==> src/rtl/adder_share_arbiter_if.sv <==
// -----------------------------------------------------------------------------
// adder_share_arbiter_if
//   Bundles the request and response signals of adder_share_arbiter.
//   BITS : adder operand/result width
//   NREQ : number of requesters
//
//   req_valid  [NREQ]       per-requester operation request
//   req_ready  [NREQ]       one-hot grant (accept = req_valid & req_ready)
//   req_a/b    [NREQ*BITS]  operands, requester i at [i*BITS +: BITS]
//   req_cin    [NREQ]       explicit carry-in
//   req_chain  [NREQ]       use stored carry (only while locked)
//   req_lock   [NREQ]       keep the grant after this beat
//   rsp_valid               one-cycle result pulse
//   rsp_id                  requester index of the result
//   rsp_sum/rsp_cout        registered sum and carry-out
//   locked                  high while a requester holds the adder
//
//   master : requester side, slave : arbiter side.
// -----------------------------------------------------------------------------
interface adder_share_arbiter_if #(
  parameter int BITS = 10,
  parameter int NREQ = 4
);
  localparam int IDW = $clog2(NREQ);

  logic [NREQ-1:0]      req_valid;
  logic [NREQ-1:0]      req_ready;
  logic [NREQ*BITS-1:0] req_a;
  logic [NREQ*BITS-1:0] req_b;
  logic [NREQ-1:0]      req_cin;
  logic [NREQ-1:0]      req_chain;
  logic [NREQ-1:0]      req_lock;
  logic                 rsp_valid;
  logic [IDW-1:0]       rsp_id;
  logic [BITS-1:0]      rsp_sum;
  logic                 rsp_cout;
  logic                 locked;

  modport master (
    output req_valid, req_a, req_b, req_cin, req_chain, req_lock,
    input  req_ready, rsp_valid, rsp_id, rsp_sum, rsp_cout, locked
  );

  modport slave (
    input  req_valid, req_a, req_b, req_cin, req_chain, req_lock,
    output req_ready, rsp_valid, rsp_id, rsp_sum, rsp_cout, locked
  );
endinterface

==> src/rtl/adder_share_arbiter.sv <==
// -----------------------------------------------------------------------------
// adder_share_arbiter
//   Round-robin arbiter sharing one carry-select adder between NREQ
//   requesters. One add accepted per cycle, result registered one cycle later.
//   A requester may lock the adder for multi-beat adds, chaining the stored
//   carry between beats; an idle lock is force-released after LOCK_TIMEOUT
//   idle cycles (0 disables the timeout).
//
//   clk    : system clock, rising edge
//   reset  : synchronous, active-high reset
//   bus    : adder_share_arbiter_if.slave (request/response signals)
// -----------------------------------------------------------------------------
module adder_share_arbiter #(
  parameter int BITS         = 10,
  parameter int NREQ         = 4,
  parameter int LOCK_TIMEOUT = 16
) (
  input  logic                  clk,
  input  logic                  reset,
  adder_share_arbiter_if.slave  bus
);

  localparam int IDW = $clog2(NREQ);
  localparam int CW  = (LOCK_TIMEOUT > 1) ? $clog2(LOCK_TIMEOUT) : 1;
  localparam int LO  = BITS / 2;
  localparam int HI  = BITS - LO;

  localparam logic [0:0] ST_ARB    = 1'b0;
  localparam logic [0:0] ST_LOCKED = 1'b1;

  localparam logic [CW-1:0] IDLE_LAST = CW'((LOCK_TIMEOUT > 0) ? LOCK_TIMEOUT - 1 : 0);

  // Carry-select add: lower half ripples, upper half is computed for both
  // carry values and selected by the lower half's carry-out.
  function automatic logic [BITS:0] csel_add(input logic [BITS-1:0] a,
                                             input logic [BITS-1:0] b,
                                             input logic            cin);
    logic [LO:0] lo;
    logic [HI:0] hi0;
    logic [HI:0] hi1;
    lo  = {1'b0, a[LO-1:0]} + {1'b0, b[LO-1:0]} + {{LO{1'b0}}, cin};
    hi0 = {1'b0, a[BITS-1:LO]} + {1'b0, b[BITS-1:LO]};
    hi1 = hi0 + 1'b1;
    return lo[LO] ? {hi1, lo[LO-1:0]} : {hi0, lo[LO-1:0]};
  endfunction

  function automatic logic [IDW-1:0] next_idx(input logic [IDW-1:0] p);
    return (p == IDW'(NREQ - 1)) ? '0 : p + 1'b1;
  endfunction

  logic [0:0]      state_q,     state_d;
  logic [IDW-1:0]  rr_ptr_q,    rr_ptr_d;
  logic [IDW-1:0]  owner_q,     owner_d;
  logic            carry_q,     carry_d;
  logic [CW-1:0]   idle_cnt_q,  idle_cnt_d;
  logic            rsp_valid_q, rsp_valid_d;
  logic [IDW-1:0]  rsp_id_q,    rsp_id_d;
  logic [BITS-1:0] rsp_sum_q,   rsp_sum_d;
  logic            rsp_cout_q,  rsp_cout_d;

  logic [BITS-1:0] a_arr [NREQ];
  logic [BITS-1:0] b_arr [NREQ];
  logic            arb_found;
  logic [IDW-1:0]  arb_idx;
  logic [IDW-1:0]  cand;
  logic [IDW-1:0]  gnt;
  logic [NREQ-1:0] ready;
  logic            acc;
  logic            cin;
  logic [BITS:0]   sum_full;

  always_comb begin
    for (int i = 0; i < NREQ; i++) begin
      a_arr[i] = bus.req_a[i*BITS +: BITS];
      b_arr[i] = bus.req_b[i*BITS +: BITS];
    end
  end

  // Circular search for the first valid requester starting at rr_ptr.
  always_comb begin
    arb_found = 1'b0;
    arb_idx   = '0;
    cand      = '0;
    for (int k = 0; k < NREQ; k++) begin
      cand = IDW'((int'(rr_ptr_q) + k) % NREQ);
      if (!arb_found && bus.req_valid[cand]) begin
        arb_found = 1'b1;
        arb_idx   = cand;
      end
    end
  end

  // Stage p0: grant, operand select, add.
  always_comb begin
    ready = '0;
    if (state_q == ST_LOCKED) begin
      gnt        = owner_q;
      ready[gnt] = 1'b1;
      cin        = bus.req_chain[gnt] ? carry_q : bus.req_cin[gnt];
    end else begin
      gnt = arb_idx;
      if (arb_found) ready[gnt] = 1'b1;
      cin = bus.req_cin[gnt];
    end
    if (reset) ready = '0;
    acc      = |(ready & bus.req_valid);
    sum_full = csel_add(a_arr[gnt], b_arr[gnt], cin);
  end

  always_comb begin
    state_d     = state_q;
    rr_ptr_d    = rr_ptr_q;
    owner_d     = owner_q;
    carry_d     = carry_q;
    idle_cnt_d  = idle_cnt_q;
    rsp_valid_d = acc;
    rsp_id_d    = rsp_id_q;
    rsp_sum_d   = rsp_sum_q;
    rsp_cout_d  = rsp_cout_q;

    if (acc) begin
      rsp_id_d   = gnt;
      rsp_sum_d  = sum_full[BITS-1:0];
      rsp_cout_d = sum_full[BITS];
      carry_d    = sum_full[BITS];
    end

    if (state_q == ST_ARB) begin
      if (acc) begin
        if (bus.req_lock[gnt]) begin
          state_d    = ST_LOCKED;
          owner_d    = gnt;
          idle_cnt_d = '0;
        end else begin
          rr_ptr_d = next_idx(gnt);
        end
      end
    end else begin
      if (acc) begin
        if (bus.req_lock[owner_q]) begin
          idle_cnt_d = '0;
        end else begin
          state_d  = ST_ARB;
          rr_ptr_d = next_idx(owner_q);
        end
      end else if (LOCK_TIMEOUT != 0 && idle_cnt_q == IDLE_LAST) begin
        state_d  = ST_ARB;
        rr_ptr_d = next_idx(owner_q);
      end else if (LOCK_TIMEOUT != 0) begin
        idle_cnt_d = idle_cnt_q + 1'b1;
      end
    end
  end

  // Stage p1: registered result and arbitration state.
  always_ff @(posedge clk) begin
    if (reset) begin
      state_q     <= ST_ARB;
      rr_ptr_q    <= '0;
      owner_q     <= '0;
      carry_q     <= 1'b0;
      idle_cnt_q  <= '0;
      rsp_valid_q <= 1'b0;
      rsp_id_q    <= '0;
      rsp_sum_q   <= '0;
      rsp_cout_q  <= 1'b0;
    end else begin
      state_q     <= state_d;
      rr_ptr_q    <= rr_ptr_d;
      owner_q     <= owner_d;
      carry_q     <= carry_d;
      idle_cnt_q  <= idle_cnt_d;
      rsp_valid_q <= rsp_valid_d;
      rsp_id_q    <= rsp_id_d;
      rsp_sum_q   <= rsp_sum_d;
      rsp_cout_q  <= rsp_cout_d;
    end
  end

  assign bus.req_ready = ready;
  assign bus.rsp_valid = rsp_valid_q;
  assign bus.rsp_id    = rsp_id_q;
  assign bus.rsp_sum   = rsp_sum_q;
  assign bus.rsp_cout  = rsp_cout_q;
  assign bus.locked    = (state_q == ST_LOCKED);

endmodule

==> src/flat_wrapper.sv <==
// flat-port wrapper written by rule: the top's interface ports become plain ports
module adder_share_arbiter_flat 
#(
  parameter int BITS         = 10,
  parameter int NREQ         = 4,
  parameter int LOCK_TIMEOUT = 16
)
  (clk, reset, bus_req_valid, bus_req_a, bus_req_b, bus_req_cin, bus_req_chain, bus_req_lock, bus_req_ready, bus_rsp_valid, bus_rsp_id, bus_rsp_sum, bus_rsp_cout, bus_locked);
  adder_share_arbiter_if #(.BITS(BITS), .NREQ(NREQ)) bus_i ();
  input  logic clk;
  input  logic reset;
  input wire logic [$bits(bus_i.req_valid)-1:0] bus_req_valid;
  input wire logic [$bits(bus_i.req_a)-1:0] bus_req_a;
  input wire logic [$bits(bus_i.req_b)-1:0] bus_req_b;
  input wire logic [$bits(bus_i.req_cin)-1:0] bus_req_cin;
  input wire logic [$bits(bus_i.req_chain)-1:0] bus_req_chain;
  input wire logic [$bits(bus_i.req_lock)-1:0] bus_req_lock;
  output wire logic [$bits(bus_i.req_ready)-1:0] bus_req_ready;
  output wire logic [$bits(bus_i.rsp_valid)-1:0] bus_rsp_valid;
  output wire logic [$bits(bus_i.rsp_id)-1:0] bus_rsp_id;
  output wire logic [$bits(bus_i.rsp_sum)-1:0] bus_rsp_sum;
  output wire logic [$bits(bus_i.rsp_cout)-1:0] bus_rsp_cout;
  output wire logic [$bits(bus_i.locked)-1:0] bus_locked;
  assign bus_i.req_valid = bus_req_valid;
  assign bus_i.req_a = bus_req_a;
  assign bus_i.req_b = bus_req_b;
  assign bus_i.req_cin = bus_req_cin;
  assign bus_i.req_chain = bus_req_chain;
  assign bus_i.req_lock = bus_req_lock;
  assign bus_req_ready = bus_i.req_ready;
  assign bus_rsp_valid = bus_i.rsp_valid;
  assign bus_rsp_id = bus_i.rsp_id;
  assign bus_rsp_sum = bus_i.rsp_sum;
  assign bus_rsp_cout = bus_i.rsp_cout;
  assign bus_locked = bus_i.locked;
  adder_share_arbiter #(.BITS(BITS), .NREQ(NREQ), .LOCK_TIMEOUT(LOCK_TIMEOUT)) u_core (.clk(clk), .reset(reset), .bus(bus_i));
endmodule
==> config.mk <==
export PLATFORM = sky130hd
export DESIGN_NAME = adder_share_arbiter_flat
export DESIGN_NICKNAME = d
export VERILOG_FILES = /design/src/rtl/adder_share_arbiter_if.sv /design/src/rtl/adder_share_arbiter.sv /design/src/flat_wrapper.sv
export SDC_FILE = /design/constraint.sdc
export NUM_CORES = 1
export LEC_CHECK = 0
export CAP_MARGIN = 5
export CORE_ASPECT_RATIO = 1.2
export CORE_MARGIN = 2
export CORE_UTILIZATION = 40
export CTS_CLUSTER_DIAMETER = 60
export DETAILED_ROUTE_END_ITERATION = 10
export GPL_TIMING_DRIVEN = 0
export PLACE_DENSITY_LB_ADDON = 0.1
export REMOVE_ABC_BUFFERS = 1
export SLEW_MARGIN = 20
export SYNTH_ARGS = -nofsm -noshare
export SYNTH_HDL_FRONTEND = slang
export SYNTH_SLANG_ARGS = --single-unit
==> constraint.sdc <==
create_clock -name clk -period 12.6 [get_ports clk]
set_clock_uncertainty 0.15 [all_clocks]
set_input_delay 3.15 -clock clk [delete_from_list [all_inputs] [get_ports clk]]
set_output_delay 3.15 -clock clk [all_outputs]
set_load 0.02 [all_outputs]
# Yosys cells after proc, flatten, opt, wreduce, memory -nomap -nowiden
# Cells that the tools add are included.
word_totals:
  elab_cells: 116
  inputBits: 98
  regBits: 23
op_classes:
  bitwise: 3
  magnitude_cmp: 10
  n_reduce_logical: 15
  mux: 63
  n_eq_ne: 7
  n_addsub: 10
op_table:
  columns: ["operator", "n"]
  rows:
  - ["10-bit binary-select mux with 2-bit select", 2]
  - ["10-bit 2-to-1 mux", 4]
  - ["4-bit 2-to-1 mux", 9]
  - ["2-bit 2-to-1 mux", 13]
  - ["1-bit 2-to-1 mux", 23]
  - ["2-bit by 3-bit < comparator with 1-bit output, second input constant", 7]
  - ["1-bit binary-select mux with 2-bit select", 9]
  - ["5-bit by 5-bit adder with 6-bit output", 2]
  - ["11-bit 2-to-1 mux", 1]
  - ["4-bit AND reduction", 2]
  - ["2-bit by 1-bit adder with 2-bit output, second input constant", 3]
  - ["6-bit by 1-bit adder with 6-bit output", 1]
  - ["6-bit by 1-bit adder with 6-bit output, second input constant", 1]
  - ["3-bit != test, second input constant", 2]
  - ["2-bit nonzero test", 3]
  - ["1-bit logical AND", 5]
  - ["2-bit adder, second input constant", 2]
  - ["4-bit by 1-bit adder with 4-bit output, second input constant", 1]
  - ["4-bit bitwise AND", 1]
  - ["1-bit demux with 2-bit select", 2]
  - ["2-bit == test, second input constant", 2]
  - ["4-bit == test, second input constant", 1]
  - ["2-bit by 1-bit >= comparator with 1-bit output, second input constant", 2]
  - ["2-bit by 1-bit != test with 1-bit output, second input constant", 2]
  - ["other kinds (6)", 8]

# Depth between registers and ports, before layout
# Gate-level depths: netlist (run 1).
logic_depth:
  depth_word: 23
  ltp_mapped: 18
  ltp_nobuf: 16

# Worst setup path after synthesis (run 1)
# Ideal clock, no wire load.
synth_path:
  path_kind: "input-to-output"
  startpoint: "in bus_req_valid[2]"
  endpoint: "out bus_req_ready[2]"
  arrival_time_ns: 4.275
  cell_stages: 6
  slack_ns: 5.025
  cell_sequence: "inv_2 -> o32ai_2 -> nor2_2 -> buf_6 -> o31a_2 -> nor2_1"
synth_via:
  elab_chain_cells: 19
  word_cells_on_any_way: 30
  cone_classes: "order compare: 2; mux: 21; reduce/logical: 7"
synth_lines:
  columns: ["item", "line_no", "source"]
  rows:
  - ["start, declared", "flat_wrapper.sv:12", "input wire logic [$bits(bus_i.req_valid)-1:0] bus_req_valid;"]
  - ["1-bit binary-select mux with 2-bit select", "adder_share_arbiter.sv:86", "if (!arb_found && bus.req_valid[cand]) begin"]
  - ["1-bit 2-to-1 mux (implied by the code)", "adder_share_arbiter.sv:86", null]
  - ["1-bit 2-to-1 mux", "adder_share_arbiter.sv:86", null]
  - ["1-bit logical NOT", "adder_share_arbiter.sv:86", null]
  - ["1-bit logical AND", "adder_share_arbiter.sv:86", null]
  - ["1-bit 2-to-1 mux", "adder_share_arbiter.sv:86", null]
  - ["1-bit logical NOT", "adder_share_arbiter.sv:86", null]
  - ["1-bit logical AND", "adder_share_arbiter.sv:86", null]
  - ["(+3 left out)", null, null]
  - ["2-bit 2-to-1 mux", "adder_share_arbiter.sv:86", null]
  - ["2-bit by 3-bit < comparator with 1-bit output (implied by the code) or 2-bit by 1-bit >= comparator with 1-bit output (tied branches)", "adder_share_arbiter.sv:102", "if (arb_found) ready[gnt] = 1'b1;"]
  - ["1-bit logical AND (implied by the code)", "adder_share_arbiter.sv:102", null]
  - ["1-bit 2-to-1 mux (implied by the code)", "adder_share_arbiter.sv:102", null]
  - ["1-bit demux with 2-bit select", null, null]
  - ["4-bit 2-to-1 mux (*)", "adder_share_arbiter.sv:102", null]
  - ["4-bit 2-to-1 mux (*)", "adder_share_arbiter.sv:96", "if (state_q == ST_LOCKED) begin"]
  - ["4-bit 2-to-1 mux (*)", "adder_share_arbiter.sv:105", "if (reset) ready = '0;"]
  - ["end, declared", "flat_wrapper.sv:18", "output wire logic [$bits(bus_i.req_ready)-1:0] bus_req_ready;"]
# Mark *: on every way between the ends. The rest lies on a longest branch, timed or not. The select of a mux whose other input is x is not followed.

# Worst setup path after layout (run 1)
# Ends and elaborated chain as after synthesis.

==> impl_metrics.prom, run 1 <==
# TYPE chip_impl_metric gauge
chip_impl_metric{name="cts_hold_repair.buffers",unit=""} 0
chip_impl_metric{name="flops_latches_synth",unit=""} 23
chip_impl_metric{name="fmaxAchievable",unit="GHz"} 0.113
chip_impl_metric{name="drt_pass1_iterations",unit=""} 4
chip_impl_info{name="cp-end-kind",value="output port"} 1
chip_impl_metric{name="max_slew.worst_pin.slew",unit="ns"} 1.04
chip_impl_metric{name="minimum_period_implied_by_the_final_worst_setup_slack",unit="ns"} 8.82
chip_impl_metric{name="rows",unit=""} 32
chip_impl_metric{name="worstPathRequired",unit="ns"} 9.30
chip_impl_metric{name="asyncSetResetFlopFracSynth",unit="%"} 0
chip_impl_metric{name="fill_cell_total_of_the_finished_layout",unit=""} 590
chip_impl_metric{name="share_of_the_yosys_chip_area_belonging_to_registers",unit="%"} 17.7
chip_impl_metric{name="dpl.hpwl",unit="um"} 5350
chip_impl_metric{name="number_of_global_route_vias_before_repair",unit=""} 2643
chip_impl_metric{name="timing.hold.worst_path_depth",unit=""} 2
chip_impl_metric{name="syn_area",unit="mm2"} 0.00260
chip_impl_metric{name="setup.reg_to_reg.worst_slack",unit="ns"} 8.28
chip_impl_info{name="min-delay-start",value="u_core.bus.rsp_id[1]"} 1
chip_impl_metric{name="design.final.nets",unit=""} 556
chip_impl_metric{name="slew_headroom",unit="%"} 30.5
chip_impl_metric{name="timing.final.hold_violations",unit=""} 0
chip_impl_info{name="cts_tree",value="built"} 1
chip_impl_metric{name="hold_ws",unit="ns"} 0.311
chip_impl_info{name="regToRegStartpoint",value="u_core.rr_ptr_q[1]"} 1
chip_impl_metric{name="drv_slew",unit=""} 0
chip_impl_metric{name="report.final.setup_viol",unit=""} 0
chip_impl_metric{name="arrival",unit="ns"} 5.52
chip_impl_metric{name="antenna_violations_before_repair",unit=""} 0
chip_impl_info{name="worst-setup-path-type",value="in2out"} 1
chip_impl_metric{name="dr.first_iter.drc_count",unit=""} 126
chip_impl_metric{name="adder_and_majority_gate_portion_of_the_synthesized_area",unit="%"} 9.53
chip_impl_metric{name="total_leakage_power",unit="uW"} 0.00146
chip_impl_metric{name="grt.total_usage",unit="%"} 18.2
chip_impl_metric{name="synth_cell_types",unit=""} 59
chip_impl_info{name="mostFrequentLayoutCell",value="clkdlybuf4s50_1"} 1
chip_impl_info{name="run_status",value="finished, final reports clean"} 1
chip_impl_metric{name="ff_latch_area",unit="um2"} 462
chip_impl_metric{name="drc_errors",unit=""} 0
chip_impl_info{name="clk_root_buffer_cell",value="clkbuf_8"} 1
chip_impl_metric{name="min_period_over_period",unit="%"} 70.0
chip_impl_metric{name="cts_num_sinks",unit=""} 23
chip_impl_metric{name="multiplexer_fraction_of_the_synthesized_cell_area",unit="%"} 7.41
chip_impl_info{name="hp-class",value="reg2reg"} 1
chip_impl_metric{name="portBuffers",unit=""} 116
chip_impl_metric{name="yosys.area_share.xor_xnor",unit="%"} 4.04
chip_impl_metric{name="ctsLongestPathBuffers",unit=""} 2
chip_impl_metric{name="grt_overflow",unit=""} 0
chip_impl_metric{name="power.density",unit="mW/mm2"} 229
chip_impl_metric{name="multi_input_comb_area",unit="mm2"} 0.00192
chip_impl_metric{name="netlist_instances",unit=""} 341
chip_impl_metric{name="die-height",unit="um"} 92.3
chip_impl_metric{name="die_width",unit="um"} 77.6
chip_impl_info{name="critical_path.startpoint_type",value="input pin"} 1
chip_impl_metric{name="synth-warning-count",unit=""} 0
chip_impl_metric{name="cts_setup_buffers",unit=""} 0
chip_impl_metric{name="maximum_number_of_pins_on_one_net_before_global_route_repair",unit=""} 38
chip_impl_info{name="final_cell_mix",value="116 x clkdlybuf4s50_1, 63 x nand2_1, 27 x a21oi_1, 22 x dfxtp_1, 21 x a211oi_1"} 1
chip_impl_metric{name="worst-path-max-fanout",unit=""} 11
chip_impl_metric{name="synth_edf_count",unit=""} 0
chip_impl_info{name="reg2reg_to",value="u_core.carry_q"} 1
chip_impl_metric{name="antenna-diode-count",unit=""} 0
chip_impl_metric{name="layout-drive-gt1-share",unit="%"} 7.74
chip_impl_info{name="hold_end",value="u_core.bus.rsp_id[1]"} 1
chip_impl_metric{name="post_drt_wl_per_cell",unit="um"} 13.0
chip_impl_metric{name="drt_wl_total",unit="um"} 6810
chip_impl_metric{name="timing.max_cap.violations",unit=""} 0
chip_impl_info{name="postSynth.topFlopCell",value="dfxtp_1"} 1
chip_impl_metric{name="detail-route-antenna-nets",unit=""} 0
chip_impl_metric{name="design.portCount",unit=""} 117
chip_impl_metric{name="fp.dieArea",unit="mm2"} 0.00716
chip_impl_metric{name="grt_first_pass_wirelength",unit="um"} 11100
chip_impl_metric{name="inserted_clock_buffers",unit=""} 3
chip_impl_metric{name="total_power",unit="uW"} 872
chip_impl_info{name="largest_family_of_logic_cells_by_synthesized_area",value="compound AO/OA/AOI/OAI gates"} 1
chip_impl_metric{name="routed-via-count",unit=""} 2765
chip_impl_metric{name="stdcell_count",unit=""} 524
chip_impl_metric{name="synth_compound_area_share",unit="%"} 30.9
chip_impl_metric{name="cts-resized-gates",unit=""} 0
chip_impl_metric{name="placeableCoreArea",unit="mm2"} 0.00637
chip_impl_metric{name="ir_drop",unit="mV"} 0.0979
chip_impl_metric{name="worstRegToRegCells",unit=""} 14
chip_impl_metric{name="clock_insertion_delay_worst_skew",unit="ns"} 0.26
chip_impl_metric{name="synth_area_per_cell",unit="um2"} 7.62
chip_impl_metric{name="detail_route.vias_per_cell",unit=""} 5.28
chip_impl_metric{name="post_synth_and_or_nand_nor_area_fraction",unit="%"} 21.3
chip_impl_metric{name="area_delta_synth_final",unit="%"} 46.3
chip_impl_metric{name="post-place-cells",unit=""} 520
chip_impl_metric{name="worst_setup_hold_path_clk_slew",unit="ns"} 0.08
chip_impl_metric{name="cts-htree-levels",unit=""} 1
chip_impl_metric{name="final_replace_weighted_congestion",unit=""} 0.807
chip_impl_metric{name="timing.setup.tns",unit="ns"} 0
chip_impl_metric{name="floorplan.initialDensity",unit="%"} 40.8
chip_impl_info{name="rsz0062_at_grt",value="false"} 1
worst max-delay path: stages:
cell,delay (ns)
clkdlybuf4s50_1,0.57
inv_2,0.06
o32ai_2,0.45
nor2_2,0.21
o31a_2,0.32
nor2_1,0.11
clkdlybuf4s50_1,0.64
cell type report:
class                   instances  area share, %
clock inverters                 1          0.132
repair buffers                119           31.9
multi-input cells             279           50.5
flip-flops and latches         23           12.1
well taps                      85           2.80
inverters                      14           1.38
clock buffers                   3           1.09
flip-flops by register name, summed over array words and instances, names as in the netlist:
signal                flops
u_core.bus.locked         1
u_core.bus.rsp_valid      1
u_core.bus.rsp_id         2
u_core.rr_ptr_q           2
u_core.carry_q            1
u_core.bus.rsp_sum       10
u_core.idle_cnt_q         4
u_core.owner_q            2
cell families after synthesis:
kind of cell    after synthesis
simple gates                120
flops                        23
compound gates              111
xor+xnor                     12
fa+ha+maj                    18
mux                          18
buf+inv                      39
cell usage after synthesis, types with 2 or more instances:
master,count,area share (%)
a211oi_1,21,6.1
a21o_1,6,1.7
a21oi_1,27,5.2
a311oi_1,2,0.67
a311oi_2,2,1.2
a31oi_1,19,4.6
and2_0,7,1.7
and2_1,11,2.6
and2_2,2,0.58
and3_1,3,0.72
buf_2,8,1.5
buf_6,5,2.2
clkbuf_1,7,1.0
clkbuf_8,4,2.1
dfxtp_1,23,18
fa_1,3,2.3
ha_1,15,7.2
inv_1,12,1.7
inv_2,2,0.29
mux2i_1,17,6.5
nand2_1,63,9.1
nand3_1,6,1.2
nand4_1,4,0.96
nor2_1,16,2.3
nor3_1,2,0.39
o21ai_0,8,1.5
o21bai_1,2,0.58
o22a_2,2,0.77
o22ai_1,2,0.48
xnor2_1,9,3.0
xor2_1,3,1.0
per-stage QoR:
step / util, % / setup slack (ns) / cell area (um2)
after floorplan: - / 5.02 / 2410
after global placement: 57.8 / 3.83 / 3680
after detailed placement: 59.0 / 3.76 / 3760
after CTS: 59.7 / 3.76 / 3800
after global routing: 59.7 / 3.62 / 3800
final: 59.7 / 3.78 / 3800
report_power, final:
part	internal (uW)	switching [uW]	leakage [uW]
Sequential	95.3	34.5	0.000189
Combinational	330	367	0.00125
Clock	22.1	23.9	0.0000255
Total	447	425	0.00146
metal layers:
| metal | share of wire, % | GRT usage (%) |
|---|---|---|
| met1 | 42 | 19.9 |
| met2 | 52 | 35.6 |
| met3 | 4.9 | 3.31 |
| met4 | 1.0 | 4.02 |
| met5 | 0 | 0 |
worst max path at each step:
stage	from	to	cells past startpoint
floorplan	bus_req_valid[0]	bus_req_ready[3]	6
detailed placement	bus_req_valid[2]	bus_req_ready[2]	7
finish	bus_req_valid[2]	bus_req_ready[2]	7
CTS	bus_req_valid[2]	bus_req_ready[2]	7
global route	bus_req_valid[1]	bus_req_ready[1]	7
global placement	bus_req_valid[1]	u_core.carry_q	12
Power figures use the tool's default switching activity.
==> run 2, diff against run 1 <==
==> constraint.sdc (replaced) <==
create_clock -name clk -period 8.9 [get_ports clk]
set_clock_uncertainty 0.15 [all_clocks]
set_input_delay 2.225 -clock clk [delete_from_list [all_inputs] [get_ports clk]]
set_output_delay 2.225 -clock clk [all_outputs]
set_load 0.02 [all_outputs]
==> results of run 2 <==
The final DEF is identical to that of run 1. Status: finished, final reports clean.
Among the figures that moved: setup slack after placement 3.76 ns -> 1.91 ns; setup slack after layout 3.78 ns -> 1.93 ns; register-to-register setup slack 8.28 ns -> 4.58 ns; total power 872 uW -> 1240 uW; worst IR drop on VDD 0.0979 mV -> 0.139 mV
==> run 3, diff against run 2 <==
--- a/config.mk
+++ b/config.mk
@@ -8,7 +8,7 @@
 export CAP_MARGIN = 5
 export CORE_ASPECT_RATIO = 1.2
 export CORE_MARGIN = 2
-export CORE_UTILIZATION = 40
+export CORE_UTILIZATION = 39
 export CTS_CLUSTER_DIAMETER = 60
 export DETAILED_ROUTE_END_ITERATION = 10
 export GPL_TIMING_DRIVEN = 0
==> constraint.sdc (replaced) <==
create_clock -name clk -period 6.1 [get_ports clk]
set_clock_uncertainty 0.15 [all_clocks]
set_input_delay 1.525 -clock clk [delete_from_list [all_inputs] [get_ports clk]]
set_output_delay 1.525 -clock clk [all_outputs]
set_load 0.02 [all_outputs]
==> run 3 against run 2 <==
Cell area is 0.39% higher. Sequential share of layout area is 0.080 points lower. Largest power group unchanged. Hold slack worse by 0.0084 ns. Utilization is 0.51 points lower. Largest cell class unchanged. Register-to-register slack worse by 2.7 ns. Combinational power is 48% higher. Count of clock-buffer cells in the layout stayed put. Critical path depth is 1 higher. Non-clock buffer count is 1 higher. Clock power is 45% higher.
==> impl_metrics.prom, run 3 (same netlist as run 1, synthesis figures left out) <==
# TYPE chip_impl_metric gauge
chip_impl_metric{name="slew_headroom",unit="%"} 21.5
chip_impl_metric{name="drt_wl_total",unit="um"} 6970
chip_impl_metric{name="power.internal",unit="uW"} 930
chip_impl_metric{name="antenna_violations_before_repair",unit=""} 0
chip_impl_metric{name="arrival",unit="ns"} 4.08
chip_impl_info{name="hp-class",value="reg2reg"} 1
chip_impl_metric{name="comb_power_share",unit="%"} 80.1
chip_impl_metric{name="ir_drop",unit="mV"} 0.266
chip_impl_metric{name="rows",unit=""} 32
chip_impl_metric{name="fp.dieArea",unit="mm2"} 0.00734
chip_impl_metric{name="dpl.hpwl",unit="um"} 5390
chip_impl_metric{name="total_power",unit="uW"} 1830
chip_impl_metric{name="switching_fraction",unit="%"} 49.2
chip_impl_metric{name="antenna-diode-count",unit=""} 0
chip_impl_metric{name="total_leakage_power",unit="uW"} 0.00147
chip_impl_info{name="cp-end-kind",value="output port"} 1
chip_impl_metric{name="layout-drive-gt1-share",unit="%"} 7.94
chip_impl_info{name="critical_path.cell_chain",value="clkdlybuf4s50_1 > a21o_1 > a21oi_1 > o22ai_1 > nor2_1 > a22oi_1 > nor2_1 > clkdlybuf4s50_1"} 1
chip_impl_info{name="library_cell_contributing_the_largest_single_delay_on_the_critical_path",value="clkdlybuf4s50_1"} 1
chip_impl_metric{name="timing.final.hold_violations",unit=""} 0
chip_impl_metric{name="timing.critical_path.slowest_cell_delay",unit="ns"} 0.65
chip_impl_metric{name="drc_errors",unit=""} 0
chip_impl_metric{name="cts-htree-levels",unit=""} 1
chip_impl_metric{name="die-height",unit="um"} 93.4
chip_impl_metric{name="grt_overflow",unit=""} 0
chip_impl_metric{name="routed-via-count",unit=""} 2805
chip_impl_metric{name="dr.first_iter.drc_count",unit=""} 95
chip_impl_info{name="mostFrequentLayoutCell",value="clkdlybuf4s50_1"} 1
chip_impl_metric{name="fin_ws",unit="ns"} 0.346
chip_impl_metric{name="cts_hold_repair.buffers",unit=""} 0
chip_impl_info{name="worst-setup-path-type",value="in2out"} 1
chip_impl_info{name="crit_start",value="bus_req_valid[0]"} 1
chip_impl_metric{name="floorplan.initialDensity",unit="%"} 40.3
chip_impl_metric{name="critical_path_buf_inv_count",unit=""} 2
chip_impl_metric{name="grt_first_pass_wirelength",unit="um"} 11100
chip_impl_metric{name="detail_route.vias_per_cell",unit=""} 5.33
chip_impl_info{name="run_status",value="finished, final reports clean"} 1
chip_impl_metric{name="hold_ws",unit="ns"} 0.303
chip_impl_metric{name="min_period_over_period",unit="%"} 94.3
chip_impl_metric{name="clock_insertion_delay_worst_skew",unit="ns"} 0.26
chip_impl_metric{name="power.density",unit="mW/mm2"} 479
chip_impl_metric{name="die_width",unit="um"} 78.5
chip_impl_metric{name="max_slew.worst_pin.slew",unit="ns"} 1.18
chip_impl_metric{name="minimum_period_implied_by_the_final_worst_setup_slack",unit="ns"} 5.75
chip_impl_metric{name="cts_setup_buffers",unit=""} 0
chip_impl_metric{name="post_drt_wl_per_cell",unit="um"} 13.3
chip_impl_info{name="critical_path.startpoint_type",value="input pin"} 1
chip_impl_metric{name="grt.total_usage",unit="%"} 17.9
chip_impl_metric{name="inserted_clock_buffers",unit=""} 3
chip_impl_metric{name="cts-resized-gates",unit=""} 0
chip_impl_metric{name="switching_power",unit="uW"} 900
chip_impl_metric{name="portBuffers",unit=""} 116
chip_impl_info{name="min-delay-start",value="u_core.bus.rsp_sum[9]"} 1
chip_impl_metric{name="worstPathRequired",unit="ns"} 4.43
chip_impl_metric{name="fmaxAchievable",unit="GHz"} 0.174
chip_impl_metric{name="drt_pass1_iterations",unit=""} 5
chip_impl_info{name="final_cell_mix",value="116 x clkdlybuf4s50_1, 63 x nand2_1, 27 x a21oi_1, 23 x dfxtp_1, 21 x a211oi_1"} 1
chip_impl_metric{name="placeableCoreArea",unit="mm2"} 0.00645
chip_impl_metric{name="maximum_number_of_pins_on_one_net_before_global_route_repair",unit=""} 38
chip_impl_info{name="cp_top_family",value="buffers and inverters"} 1
chip_impl_metric{name="cts_num_sinks",unit=""} 23
chip_impl_metric{name="clock_network_fraction_of_total_power",unit="%"} 5.2
chip_impl_info{name="cts_tree",value="built"} 1
chip_impl_metric{name="design.final.nets",unit=""} 558
chip_impl_metric{name="seq_power_share",unit="%"} 14.8
chip_impl_info{name="regToRegStartpoint",value="u_core.rr_ptr_q[1]"} 1
chip_impl_metric{name="ctsLongestPathBuffers",unit=""} 2
chip_impl_info{name="clk_root_buffer_cell",value="clkbuf_8"} 1
chip_impl_metric{name="number_of_global_route_vias_before_repair",unit=""} 2566
chip_impl_metric{name="pre_cts_ws",unit="ns"} 0.0738
chip_impl_metric{name="largest_reg_flops",unit=""} 10
chip_impl_metric{name="final_replace_weighted_congestion",unit=""} 0.821
chip_impl_metric{name="report.final.setup_viol",unit=""} 0
chip_impl_metric{name="worst-path-max-fanout",unit=""} 6
chip_impl_metric{name="area_delta_synth_final",unit="%"} 46.9
chip_impl_metric{name="worst_setup_hold_path_clk_slew",unit="ns"} 0.08
chip_impl_info{name="rsz0062_at_grt",value="false"} 1
chip_impl_metric{name="design.portCount",unit=""} 117
chip_impl_metric{name="timing.max_cap.violations",unit=""} 0
chip_impl_metric{name="detail-route-antenna-nets",unit=""} 0
chip_impl_metric{name="drv_slew",unit=""} 0
==> run 3: changes by cell type in the layout (fill, tap and decap cells not counted), sizes merged <==
cell	change
buf	+1
a21oi	+1
==> run 3: tightest hold or removal path, cell delays in order (launching register included) <==
cell	delay, ns
dfxtp_1	0.31
nand2_1	0.05
a21oi_1	0.05
==> run 3: path summary, 6_finish.rpt <==
check                           to  slack (ns)  depth (start not counted)
min          u_core.bus.rsp_sum[9]        0.30                          2
min reg2reg  u_core.bus.rsp_sum[9]        0.30                          2
max reg2reg         u_core.carry_q        1.87                         14
max               bus_req_ready[3]        0.35                          8
==> run 3: final cells by class <==
type / instances / area (um2)
Multi-Input combinational cell: 280 / 1930
Clock inverter: 1 / 5.00
Fill cell: 615 / 2630
Tap cell: 85 / 106
Sequential cell: 23 / 460
Inverter: 14 / 52.6
Timing Repair Buffer: 120 / 1220
Clock buffer: 3 / 41.3
==> run 3: layer usage <==
layer	up-vias	global-route usage, %	share of wire, %
li1	1438	-	-
met1	1284	20.5	41
met2	79	34.6	52
met3	4	2.99	6.1
met4	0	3.22	0.89
met5	-	0	0
==> run 3: power by group through the flow <==
stage               Clock, uW  Sequential [uW]  Combinational, uW
finish                   94.6              270               1460
global route              105              281               1670
CTS                      96.3              265               1480
detailed placement          0              269               1470
global placement            0              264               1410
floorplan                   0              286               1030
==> run 3: through the flow <==
stage	util (%)	instances	cell area [um2]	TNS [ns]
final	59.2	526	3820	0
after global routing	59.2	526	3820	0
after CTS	59.1	525	3810	0
after detailed placement	58.4	521	3760	0
after global placement	57.1	517	3680	-8.21
after floorplan	-	316	2410	0
